--- src/rtl/m1_muldiv_ctrl_pkg.sv ---
// Shared opcode and state encodings for the M1 multiply/divide controller.
package m1_muldiv_ctrl_pkg;

    typedef enum logic [2:0] {
        MD_OP_MULT  = 3'd0,
        MD_OP_MULTU = 3'd1,
        MD_OP_DIV   = 3'd2,
        MD_OP_DIVU  = 3'd3,
        MD_OP_MTHI  = 3'd4,
        MD_OP_MTLO  = 3'd5,
        MD_OP_MFHI  = 3'd6,
        MD_OP_MFLO  = 3'd7
    } md_op_e;

    typedef enum logic [1:0] {
        ST_IDLE     = 2'd0,
        ST_MUL_WAIT = 2'd1,
        ST_DIV_WAIT = 2'd2,
        ST_ERROR    = 2'd3
    } md_state_e;

    localparam int ABP_TIMEOUT_DEFAULT = 64;

    function automatic logic is_mul(md_op_e op);
        return (op == MD_OP_MULT) || (op == MD_OP_MULTU);
    endfunction

endpackage

--- src/rtl/m1_abp_port.sv ---
// One ABP request/ack channel: toggling request level, ack compare and
// a wait-cycle counter that flags a missing ack.
module m1_abp_port #(
    parameter int TIMEOUT = 64
) (
    input  logic clk,
    input  logic rst_b,
    input  logic start,
    input  logic wait_en,
    input  logic ack,
    output logic req,
    output logic done,
    output logic timeout
);

    localparam int CW = (TIMEOUT >= 2) ? $clog2(TIMEOUT) : 1;

    logic [CW-1:0] count;

    // An ack only counts while the owner is actually waiting on this channel.
    assign done    = wait_en && (ack == req);
    // Fires on the edge where the count would reach TIMEOUT, i.e. after TIMEOUT wait cycles.
    assign timeout = (TIMEOUT != 0) && wait_en && !done && (count == CW'(TIMEOUT - 1));

    // Request toggles once per operation; the counter restarts on every new request.
    always_ff @(posedge clk) begin
        if (!rst_b) begin
            req   <= 1'b0;
            count <= '0;
        end else if (start) begin
            req   <= ~req;
            count <= '0;
        end else if (wait_en && !done && (TIMEOUT != 0)) begin
            count <= count + 1'b1;
        end
    end

endmodule

--- src/rtl/m1_muldiv_ctrl.sv ---
// M1 multiply/divide sequencer: accepts CPU commands, drives the multiplier
// and divider over ABP and owns the HI/LO registers.
//
// state     | meaning
// IDLE      | ready for a command, moves/reads of HI/LO complete here
// MUL_WAIT  | multiplier request outstanding
// DIV_WAIT  | divider request outstanding
// ERROR     | an ack never arrived; blocked until reset
module m1_muldiv_ctrl
    import m1_muldiv_ctrl_pkg::*;
#(
    parameter int ABP_TIMEOUT = ABP_TIMEOUT_DEFAULT
) (
    input  logic        sys_clock_i,
    input  logic        sys_reset_i,
    input  logic        cmd_valid_i,
    input  logic [2:0]  cmd_op_i,
    input  logic [31:0] cmd_a_i,
    input  logic [31:0] cmd_b_i,
    output logic        cmd_ready_o,
    output logic        res_valid_o,
    output logic [31:0] res_data_o,
    output logic [31:0] hi_o,
    output logic [31:0] lo_o,
    output logic        err_o,
    output logic [31:0] mul_a_o,
    output logic [31:0] mul_b_o,
    output logic        mul_signed_o,
    output logic        mul_req_o,
    input  logic        mul_ack_i,
    input  logic [63:0] mul_product_i,
    output logic [31:0] div_a_o,
    output logic [31:0] div_b_o,
    output logic        div_signed_o,
    output logic        div_req_o,
    input  logic        div_ack_i,
    input  logic [31:0] div_quotient_i,
    input  logic [31:0] div_remainder_i
);

    md_state_e state;
    md_op_e    op;
    logic      accept;
    logic      mul_start, mul_done, mul_timeout;
    logic      div_start, div_done, div_timeout;

    assign op        = md_op_e'(cmd_op_i);
    // cmd_ready_o is high exactly in IDLE, so it doubles as the accept qualifier.
    assign accept    = cmd_valid_i && cmd_ready_o;
    assign mul_start = accept && is_mul(op);
    assign div_start = accept && ((op == MD_OP_DIV) || (op == MD_OP_DIVU)) && (cmd_b_i != '0);

    m1_abp_port #(.TIMEOUT(ABP_TIMEOUT)) u_mul_port (
        .clk     (sys_clock_i),
        .rst_b   (sys_reset_i),
        .start   (mul_start),
        .wait_en (state == ST_MUL_WAIT),
        .ack     (mul_ack_i),
        .req     (mul_req_o),
        .done    (mul_done),
        .timeout (mul_timeout)
    );

    m1_abp_port #(.TIMEOUT(ABP_TIMEOUT)) u_div_port (
        .clk     (sys_clock_i),
        .rst_b   (sys_reset_i),
        .start   (div_start),
        .wait_en (state == ST_DIV_WAIT),
        .ack     (div_ack_i),
        .req     (div_req_o),
        .done    (div_done),
        .timeout (div_timeout)
    );

    // Controller FSM with all CPU-facing and operand outputs registered.
    always_ff @(posedge sys_clock_i) begin
        if (!sys_reset_i) begin
            state        <= ST_IDLE;
            cmd_ready_o  <= 1'b1;
            res_valid_o  <= 1'b0;
            res_data_o   <= '0;
            hi_o         <= '0;
            lo_o         <= '0;
            err_o        <= 1'b0;
            mul_a_o      <= '0;
            mul_b_o      <= '0;
            mul_signed_o <= 1'b0;
            div_a_o      <= '0;
            div_b_o      <= '0;
            div_signed_o <= 1'b0;
        end else begin
            res_valid_o <= 1'b0;
            case (state)
                ST_IDLE: begin
                    if (accept) begin
                        case (op)
                            MD_OP_MULT, MD_OP_MULTU: begin
                                mul_a_o      <= cmd_a_i;
                                mul_b_o      <= cmd_b_i;
                                mul_signed_o <= (op == MD_OP_MULT);
                                state        <= ST_MUL_WAIT;
                                cmd_ready_o  <= 1'b0;
                            end
                            MD_OP_DIV, MD_OP_DIVU: begin
                                if (cmd_b_i != '0) begin
                                    div_a_o      <= cmd_a_i;
                                    div_b_o      <= cmd_b_i;
                                    div_signed_o <= (op == MD_OP_DIV);
                                    state        <= ST_DIV_WAIT;
                                    cmd_ready_o  <= 1'b0;
                                end else begin
                                    // Divide by zero never reaches the divider.
                                    lo_o <= 32'hFFFF_FFFF;
                                    hi_o <= cmd_a_i;
                                end
                            end
                            MD_OP_MTHI: hi_o <= cmd_a_i;
                            MD_OP_MTLO: lo_o <= cmd_a_i;
                            MD_OP_MFHI: begin
                                res_data_o  <= hi_o;
                                res_valid_o <= 1'b1;
                            end
                            MD_OP_MFLO: begin
                                res_data_o  <= lo_o;
                                res_valid_o <= 1'b1;
                            end
                            default: ;
                        endcase
                    end
                end
                ST_MUL_WAIT: begin
                    if (mul_done) begin
                        {hi_o, lo_o} <= mul_product_i;
                        state        <= ST_IDLE;
                        cmd_ready_o  <= 1'b1;
                    end else if (mul_timeout) begin
                        err_o <= 1'b1;
                        state <= ST_ERROR;
                    end
                end
                ST_DIV_WAIT: begin
                    if (div_done) begin
                        lo_o        <= div_quotient_i;
                        hi_o        <= div_remainder_i;
                        state       <= ST_IDLE;
                        cmd_ready_o <= 1'b1;
                    end else if (div_timeout) begin
                        err_o <= 1'b1;
                        state <= ST_ERROR;
                    end
                end
                default: begin
                    cmd_ready_o <= 1'b0;
                end
            endcase
        end
    end

endmodule

--- config.mk ---
export PLATFORM = sky130hd
export DESIGN_NAME = m1_muldiv_ctrl
export DESIGN_NICKNAME = d
export VERILOG_FILES = /design/src/rtl/m1_muldiv_ctrl_pkg.sv /design/src/rtl/m1_abp_port.sv /design/src/rtl/m1_muldiv_ctrl.sv
export SDC_FILE = /design/constraint.sdc
export NUM_CORES = 1
export LEC_CHECK = 0
export BUFFER_PORTS_ARGS = -buffer_cell sky130_fd_sc_hd__buf_2
export CAP_MARGIN = 5
export CORE_ASPECT_RATIO = 2
export CORE_MARGIN = 2
export CORE_UTILIZATION = 27
export CTS_CLUSTER_DIAMETER = 100
export DETAILED_ROUTE_END_ITERATION = 8
export PLACE_DENSITY = 0.59
export SKIP_CTS_REPAIR_TIMING = 1
export SYNTH_ARGS = -nofsm -noshare
export SYNTH_HDL_FRONTEND = slang
export SYNTH_SLANG_ARGS = --single-unit
export TNS_END_PERCENT = 5
--- constraint.sdc ---
create_clock -name sys_clock_i -period 1.87 [get_ports sys_clock_i]
set_input_delay 0.187 -clock sys_clock_i [delete_from_list [all_inputs] [get_ports sys_clock_i]]
set_output_delay 0.187 -clock sys_clock_i [all_outputs]
set_load 0.05 [all_outputs]
== After elaboration in Yosys (flattened, before gate mapping) ==
Cells that the tools add are included.
Storage, ports and cells
  output and inout port bits: 231
  register bits: 245
  ROM bits: 0
  latch bits: 0
  memories kept: 0
  bits of input ports: 200
  RAM bits: 0
Cells by class
  multipliers: 0
  eq/ne operators: 27
  shifts and indexed selects: 0
  reduce and logical (&&, ||, !) cells: 34
  bitwise gates (word level): 3
  divide/modulo/power cells: 0
  mux-type cells: 33
  magnitude comparators: 0
  add/subtract/negate cells: 2
Operators by type and width (number)
  2-to-1 mux 32 bit: 8
  case mux 32 bit (2 select lines): 3
  case mux 32 bit (3 select lines): 2
  nonzero test 32 bit: 1
  AND reduction 6 bit: 3
  != test 2 bit, second input constant: 7
  adder 6 x 1 -> 6 bit, second input constant: 2
  equality test 3 bit, second input constant: 4
  equality test 6 bit, second input constant: 2
  2-to-1 mux 2 bit: 6
  != test 3 bit, second input constant: 4
  logical AND 1 bit: 10
  AND reduction 5 bit: 2
  OR reduction 2 bit: 5
  2-to-1 mux 1 bit: 9
  != test 3 x 1 -> 1 bit, second input constant: 3
  AND reduction 3 bit: 3
  equality test 3 x 2 -> 1 bit, second input constant: 2
  case mux 2 bit (3 select lines): 1
  case mux 1 bit (2 select lines): 2
  case mux 2 bit (2 select lines): 1
  AND reduction 4 bit: 1
  nonzero test 2 bit: 2
  equality test 3 x 1 -> 1 bit, second input constant: 1
  other kinds (10): 15

== Logic depth before layout (Yosys ltp) ==
Gate-level depths: netlist (run 1).
  word-level depth: 8
  mapped depth: 10
  gate-level depth less buffers: 7

== Cells and area by module ==
A second synthesis (run 1) with hierarchy kept.
Second synthesis, totals
  cells, all modules: 1372
  area total of the unflattened synthesis: 11019.3 um^2
Modules (own cells, without submodules)
  m1_muldiv_ctrl: cells each 1292, area each 10323.7 um^2, times used 1
  m1_abp_port: cells each 40, area each 347.8 um^2, times used 2

== Worst setup path after synthesis (run 1) ==
No wires, ideal clock.
  path type: register to register
  from: reg u_div_port.req
  to: reg lo_o[10]
  required time: 1753 ps
  stages on the path, launching flop included: 8
  path slack: -222 ps
  buffers on the path: 2
  arrival time: 1975 ps
  library setup time: 117 ps
  clock period less this slack: 2092 ps
  path through: dfxtp_1 xor2_1 and2_0 buf_2 a2111oi_4 and2_2 buf_6 o21ai_1
On the way
  word-level cells in the longest chain between the ends: 4
Ends and longest elaborated chain
  start: declaration: RTL line m1_abp_port.sv:11  | output logic req,
  start signal: assignment: RTL line m1_abp_port.sv:31  | req <= ~req;
  equality test 1 bit: RTL line m1_abp_port.sv:21  | assign done = wait_en && (ack == req);
  logical AND 1 bit: RTL line m1_abp_port.sv:21
  != test 2 bit (no line)
  AND reduction 6 bit (no line)
  end signal: assignment: RTL line m1_muldiv_ctrl.sv:118  | MD_OP_MTLO: lo_o <= cmd_a_i;
  end signal: assignment: RTL line m1_muldiv_ctrl.sv:133  | {hi_o, lo_o} <= mul_product_i;
  end signal: assignment: RTL line m1_muldiv_ctrl.sv:143  | lo_o <= div_quotient_i;
  end: declaration: RTL line m1_muldiv_ctrl.sv:24  | output logic [31:0] lo_o,
Every way passes these cells.
A chain may end at the register's enable or synchronous reset.

== Worst setup path in the final report (run 1) ==
  from: reg state[0]
  to: reg hi_o[31]
On the way
  word-level cells in the longest chain between the ends: 4
  elaborated cells on any way between the ends: 13
  classes of those cells: eq/ne: 7; mux: 1; reduce/logical: 5
Ends and longest elaborated chain
  start: declaration: RTL line m1_muldiv_ctrl.sv:41  | md_state_e state;
  start signal: assignment: RTL line m1_muldiv_ctrl.sv:78  | state <= ST_IDLE;
  start signal: assignment: RTL line m1_muldiv_ctrl.sv:101  | state <= ST_MUL_WAIT;
  start signal: assignment: RTL line m1_muldiv_ctrl.sv:109  | state <= ST_DIV_WAIT;
  equality test 2 bit or equality test 2 x 1 -> 1 bit (tied branches): RTL line m1_muldiv_ctrl.sv:68, m1_muldiv_ctrl.sv:93, m1_muldiv_ctrl.sv:57
  logical AND 1 bit: RTL line m1_abp_port.sv:21
  != test 2 bit (no line)
  AND reduction 6 bit (no line)
  end signal: assignment: RTL line m1_muldiv_ctrl.sv:114  | hi_o <= cmd_a_i;
  end signal: assignment: RTL line m1_muldiv_ctrl.sv:117  | MD_OP_MTHI: hi_o <= cmd_a_i;
  end signal: assignment: RTL line m1_muldiv_ctrl.sv:133
  end: declaration: RTL line m1_muldiv_ctrl.sv:23  | output logic [31:0] hi_o,
Several ways; a longest one is shown, not always the timed one.

==> results of run 1 <==
[final timing paths]
path | to | slack, ns | cells past startpoint
setup / recovery | hi_o[31] | 0.02 | 8
hold / removal | mul_a_o[18] | -0.02 | 3
setup reg to reg | hi_o[31] | 0.02 | 8
hold reg to reg | mul_a_o[28] | 0.46 | 2
[area by class of cell]
type                            count  area [µm²]  share of cell area
Clock buffer                       30         684              0.0431
Clock inverter                     12         195              0.0123
Timing Repair Buffer              581        3780               0.238
Multi-Input combinational cell    946        5600               0.353
Inverter                            7        28.8             0.00181
Antenna cell                        1        2.50            0.000158
Tap cell                          530         663              0.0418
Sequential cell                   245        4920               0.310
[metal layers]
metal  part of all wire  GRT usage  vias to the layer above
li1                   -          -                     5657
met1               0.40      0.236                     5438
met2               0.51      0.349                      476
met3              0.058     0.0274                       99
met4              0.038     0.0739                        2
met5            0.00018          0                        -
[cell usage after synthesis, drive strengths merged (33+ instances only)]
library cell	instances	area, µm²
dfxtp	245	4900
a22oi	65	488
o211a	33	330
nand3	66	330
o21ai	132	661
a21boi	64	480
a21oi	36	180
buf	55	380
nand4	72	463
nor2	44	165
clkbuf	75	285
nand2	306	1150
[stage by stage]
stage / cells / setup slack [ns]
after detailed placement: 2262 / -0.506
after floorplan: 1328 / -0.0246
after global routing: 2352 / -0.0598
after CTS: 2304 / -0.144
final: 2352 / 0.0162
after global placement: 2262 / -0.445
[sequential cells by signal, summed over array words and instances, names as in the netlist, 2 cells and up]
signal	cells
div_b_o	32
mul_a_o	32
u_mul_port.count	6
lo_o	32
hi_o	32
res_data_o	32
mul_b_o	32
div_a_o	32
u_div_port.count	6
state	2
[worst min-delay path, cell delays in order]
cell      delay, ns
buf_2          0.15
nand2_1        0.06
a21boi_0       0.07
[report_power, final]
group	total, µW	switching, µW	internal (µW)
Combinational	12200	8280	3950
Sequential	7070	839	6230
Clock	5450	2170	3280
Total	24800	11300	13500
[logic make-up after synthesis]
family	share of synthesized area
AO/OA/AOI/OAI	0.233
XOR/XNOR	0.0111
adder cells (fa/ha/maj)	0.00679
buffers and inverters	0.0626
flip-flops	0.444
multiplexers	0.0290
AND/OR/NAND/NOR	0.214
==> summary.md, run 1 <==
| Metric | Value |
|---|---|
| Fmax | `539 MHz` |
| Util after Layout | `0.393` |
| Worst EP arrival | `~2.3 ns` |
| Setup repair after global routing missed its margin | `true` |
| Final min period | `between 1.5 and 2 ns` |
| Detailed Place HPWL | `~34 mm` |
| Syn Inst Count | `between 1,000 and 1,500` |
| FILL cells | `roughly 4,200` |
| Status | `finished with violations` |
| Worst min-delay path class | `in2reg` |
| Peak supply drop | `approximately 0.00071 V` |
| TritonRoute pass-1 iters | `6` |
| Die Y | `~290 µm` |
| Synth cell types | `45` |
| Hold Startpoint | `cmd_a_i[18]` |
| Critical path launch point | `state[0]` |
| Cell area after synthesis | `0.0110 mm²` |
| # rows | `around 100` |
| First-pass GRT wire length | `~66 mm` |
| Core Area | `0.0403 mm²` |
| Area growth, synth to finish | `43.6%` |
| Fin Hold WS | `-0.0248 ns` |
| Violated checks | `negative hold slack` |
| R2R Path Start | `state[0]` |
| Largest net degree at the start of global routing | `96` |
| Fin. Hold Viols | `5` |
| Sequential fraction of the synthesis area | `0.444` |
| ANT nets after route | `0` |
| Die area | `approximately 0.043 mm²` |
| Final setup fails | `0` |
| # H-tree levels | `1` |
| Remaining DRCs | `0` |
| Buffer depth of the longest clock path | `3` |
| Root Buffer Master | `clkbuf_16` |
| Vias in the first global route | `11,100` |
| Avg Cell Area, Syn | `between 8 and 9 µm²` |
| Register bit total from synthesis | `245` |
| Placement-stage cell area | `approximately 0.014 mm²` |
| Delay-heaviest family, CP | `buffers and inverters` |
| Crit-path slowest cell | `dfxtp_4` |
| Via-to-Cell Ratio | `4.96` |
| Worst-path clk slew | `~0.07 ns` |
| CTS tree | `done` |
| Predominant post-synthesis flop cell | `dfxtp_1` |
| Routed vias | `11,700` |
| Final Cell Area | `about 0.016 mm²` |
| Critical path's largest stage delay | `0.37 ns` |
| Nature of the critical path endpoint | `flip-flop` |
| FFs w/ async S/R, synth | `0` |
| Iteration-0 DRC Markers | `906` |
| WS Path Type | `reg2reg` |
| Setup TNS | `0 ns` |
| Clock skew | `0.0112 ns` |
| Buf/Inv on CP | `3` |
| Initial antenna violation count | `2` |
| Initial Util | `0.274` |
| DIE WIDTH | `147 µm` |
| Grt total ovfl | `0` |
| Design Power | `24,800 µW` |
| Highest-count cells in the layout ignoring fill and taps | `buf_2, nand2_1, dfxtp_1, buf_4, nand4_1` |
| Share of layout cells above drive strength 1 | `0.351` |
| Critical Path, Cell by Cell | `inv_4, ha_4, and2_4, a2111oi_4, buf_6, and2_4, clkbuf_16, o21ai_1` |
| Commonest non-fill, non-tap cell in the layout | `buf_2` |
| TritonCTS Buffers | `24` |
| Gpl congestion | `roughly 0.93` |
| Post-Syn Nets | `between 1,500 and 2,000` |
| Ys Warns | `0` |
| CP Data Required Time | `2.30 ns` |
| Slew Limit Fails | `0` |
| Pwr per Cell Area | `1560 mW/mm²` |
| Critical path peak fanout | `7` |
| Worst-Margin Slew | `0.493 ns` |
| Rel. slew slack | `0.669` |
| Fin nets | `between 2,000 and 2,500` |
| Period Utilization, post-route | `0.991` |
| Final WL | `44.9 mm` |
| WL/cell | `between 15 and 20 µm` |
| Max-cap violation count | `0` |
| CP dominant cell by count | `and2_4` |
| Clock sinks | `roughly 250` |
| GRT Util Overall | `0.195` |
| Post-synth EDFFs | `0` |
| Static leakage | `0.00743 µW` |
| Port bufs | `430` |
| Io pins | `431` |
| Worst-Skew Late Latency | `between 0.5 and 0.6 ns` |
| Startpoint Class | `flip-flop` |
Power figures use the tool's default switching activity.
==> run 2, diff against run 1 <==
ABC_AREA = 1   (was not set)
clock period = 1.7 ns   (was 1.87 ns; I/O delays follow)
==> run 2 against run 1 <==
The run ends with negative hold slack, negative setup slack left. Cell count increased by 14%. Area after synthesis increased by 1.6%. Sequential share of layout area decreased by 1.5 points. Non-clock buffer count increased by 34. Clock skew about the same. Global-route usage increased by 1.8 points. Wire length increased by 17%. Via count increased by 14%. Synthesized cell count increased by 22%. Die area increased by 1.6%. Clock-buffer cell count unchanged. Critical endpoint is now lo_o[8].
==> summary.md, run 2 <==
| Metric | Value |
|---|---|
| Iteration-0 DRC Markers | `841 (-7.2%)` |
| Predominant post-synthesis flop cell | `dfxtp_1` |
| Final Cell Area | `0.0167 mm² (+4.9%)` |
| TritonRoute pass-1 iters | `6 (unchanged)` |
| Count leader, synth | `nand2_1` |
| Final setup fails | `99 (+99)` |
| WS Path Type | `reg2reg` |
| Rel. slew slack | `0.717 (+0.0481)` |
| Simple-gate share of the synthesized area | `0.257 (+0.0436)` |
| Fin. Hold Viols | `9 (+4)` |
| Main combinational cell family by area after synthesis | `simple AND/OR/NAND/NOR gates` |
| Crit-path slowest cell | `dfxtp_2` |
| Core Area | `0.0410 mm² (+1.6%)` |
| Syn Inst Count | `1,617 (+22%)` |
| Xor/xnor cell area share of the yosys netlist | `0.00312 (-0.00798)` |
| Highest-count cells in the layout ignoring fill and taps | `buf_2, nand2_1, dfxtp_1, a21oi_1, nor2_1` |
| Fin Hold WS | `-0.0383 ns (-0.0135 ns)` |
| Worst-Margin Slew | `0.425 ns (-0.0680 ns)` |
| Design Power | `29,400 µW (+19%)` |
| Critical path's largest stage delay | `0.34 ns (-0.03 ns)` |
| Share of the synthesized area in the top cell type | `0.437 (-0.00707)` |
| Worst min-delay path class | `in2reg` |
| Ys Warns | `0 (unchanged)` |
| Cell area after synthesis | `0.0112 mm² (+1.6%)` |
| Startpoint Class | `flip-flop` |
| Post-synth EDFFs | `0 (unchanged)` |
| Via-to-Cell Ratio | `4.94 (-0.39%)` |
| Commonest non-fill, non-tap cell in the layout | `buf_2` |
| Register bit total from synthesis | `245 (unchanged)` |
| Critical path peak fanout | `14 (+7)` |
| Clock skew | `0.0111 ns (-0.000100 ns)` |
| Vias in the first global route | `12,500 (+13%)` |
| Largest net degree at the start of global routing | `72 (-25%)` |
| ANT nets after route | `0 (unchanged)` |
| # H-tree levels | `1 (unchanged)` |
| Area taken by multi-input logic gates | `0.00548 mm² (-2.1%)` |
| Violated checks | `negative hold slack, negative setup slack` |
| Max-cap violation count | `0 (unchanged)` |
| Root Buffer Master | `clkbuf_16` |
| Grt total ovfl | `0 (unchanged)` |
| Port bufs | `430 (unchanged)` |
| Die Y | `292 µm (+0.80%)` |
| Io pins | `431 (unchanged)` |
| Area growth, synth to finish | `48.3%` |
| Buffer depth of the longest clock path | `3 (unchanged)` |
| Post-Syn Nets | `1,823 (+19%)` |
| Status | `finished with violations` |
| Sequential standard cell area | `0.00491 mm² (-0.10%)` |
| Fin nets | `2,337 (+16%)` |
| Die area | `0.0433 mm² (+1.6%)` |
| Fmax | `548 MHz (+1.7%)` |
| FFs w/ async S/R, synth | `0 (unchanged)` |
| Setup repair after global routing missed its margin | `true` |
| Worst-Skew Late Latency | `0.54 ns (about the same)` |
| FILL cells | `4,320 (+4.0%)` |
| Clock sinks | `245 (unchanged)` |
| CP Data Required Time | `2.14 ns (-0.16 ns)` |
| Routed vias | `13,300 (+14%)` |
| Period Utilization, post-route | `1.07 (+0.0812)` |
| Pwr per Cell Area | `1760 mW/mm² (+13%)` |
| Slew Limit Fails | `0 (unchanged)` |
| Worst EP arrival | `2.26 ns (-0.02 ns)` |
| Synth Area in Compound Gates | `0.198 (-0.0354)` |
| TritonCTS Buffers | `24 (unchanged)` |
| Share of layout cells above drive strength 1 | `0.317 (-0.0336)` |
| Post-Synth Adder-Cell Area | `0.00669 (-0.000108)` |
| # rows | `105 (+0.96%)` |
| Sequential fraction of the synthesis area | `0.437 (-0.00707)` |
| DIE WIDTH | `148 µm (+0.79%)` |
| Critical Path, Cell by Cell | `inv_2, buf_6, ha_4, buf_12, a22o_1, o21ai_1, buf_4, nand4_1, nand2_1, nor2_1` |
| Synth cell count leaders | `nand2_1, dfxtp_1, nor2_1` |
| Multiplexer share of the synthesized area | `0 (-0.0290)` |
| Peak supply drop | `0.000772 V (+9.5%)` |
| CTS tree | `done` |
| Avg Cell Area, Syn | `6.94 µm² (-17%)` |
| Initial antenna violation count | `2 (unchanged)` |
| Static leakage | `0.00811 µW (+9.2%)` |
| Synth area leader | `dfxtp_1` |
| Synth cell types | `32 (-29%)` |
| Setup TNS | `-2.85 ns (-2.85 ns)` |
| Worst-path clk slew | `0.07 ns (about the same)` |
| Final WL | `52.7 mm (+17%)` |
| Buf/Inv on CP | `4 (+1)` |
| First-pass GRT wire length | `72.5 mm (+10%)` |
| Placement-stage cell area | `0.0147 mm² (+2.8%)` |
| GRT Util Overall | `0.214 (+0.0184)` |
| Gpl congestion | `0.908 (-2.8%)` |
| Top post-synthesis cells by area | `dfxtp_1, nand2_1, a21oi_1, nor2_1, o21ai_0` |
| Initial Util | `0.274 (about the same)` |
| Nature of the critical path endpoint | `flip-flop` |
| Detailed Place HPWL | `36.5 mm (+7.8%)` |
| Slack of the critical path | `-0.123 ns (-0.139 ns)` |
| Final min period | `1.82 ns (-0.0306 ns)` |
| Delay-heaviest family, CP | `compound AO/OA/AOI/OAI gates` |
| Remaining DRCs | `0 (unchanged)` |
| WL/cell | `19.6 µm (+3.0%)` |
==> run 2: layout make-up <==
cell class	instances	share of cell area
antenna	2	0.000301
clock buffer	30	0.0405
clock inverter	11	0.00969
inverter	154	0.0350
multi-input combinational	1091	0.329
sequential	245	0.295
tap	535	0.0402
timing repair buffer	615	0.250
==> run 2: logic make-up (layout without fill, tap and decap cells) <==
kind of cell | Yosys count | count (layout)
buffers and inverters | 281 | 810
XOR/XNOR | 4 | 4
AO/OA/AOI/OAI | 404 | 404
other | 0 | 2
adder cells (fa/ha/maj) | 6 | 6
flip-flops | 245 | 245
AND/OR/NAND/NOR | 677 | 677
==> run 2: worst register-to-register path: stages, from the launching register on <==
cell and delay, ns:
dfxtp_2 0.34, inv_2 0.04, buf_6 0.11, ha_4 0.20, buf_12 0.17, a22o_1 0.27, o21ai_1 0.23, buf_4 0.16
nand4_1 0.08, nand2_1 0.09, nor2_1 0.04
==> run 2: worst paths after layout <==
path	depth (start not counted)	from	slack, ns	endpoint
max	10	state[0]	-0.12	lo_o[8]
max reg2reg	10	state[0]	-0.12	lo_o[8]
min reg2reg	2	div_a_o[9]	0.46	div_a_o[9]
min	3	cmd_a_i[25]	-0.04	mul_a_o[25]
==> run 2: metal layers <==
metal / GRT usage / vias to the layer above / part of all wire
li1: - / 6374 / -
met1: 0.248 / 6209 / 0.38
met2: 0.396 / 584 / 0.53
met3: 0.0274 / 96 / 0.059
met4: 0.0780 / 0 / 0.039
met5: 0 / - / 0
==> run 2: power breakdown <==
group	switching, µW	internal (µW)	total [µW]
sequential	1060	7010	8070
combinational	10500	4920	15400
clock	2490	3410	5900
total	14000	15300	29400
==> run 2: through the flow <==
stage	setup WS, ns	util	cells
finish	-0.123	0.406	2683
global route	-0.153	0.406	2682
CTS	-0.332	0.380	2611
detailed placement	-0.321	0.359	2570
global placement	-0.331	0.359	2570
floorplan	-0.0352	-	1617
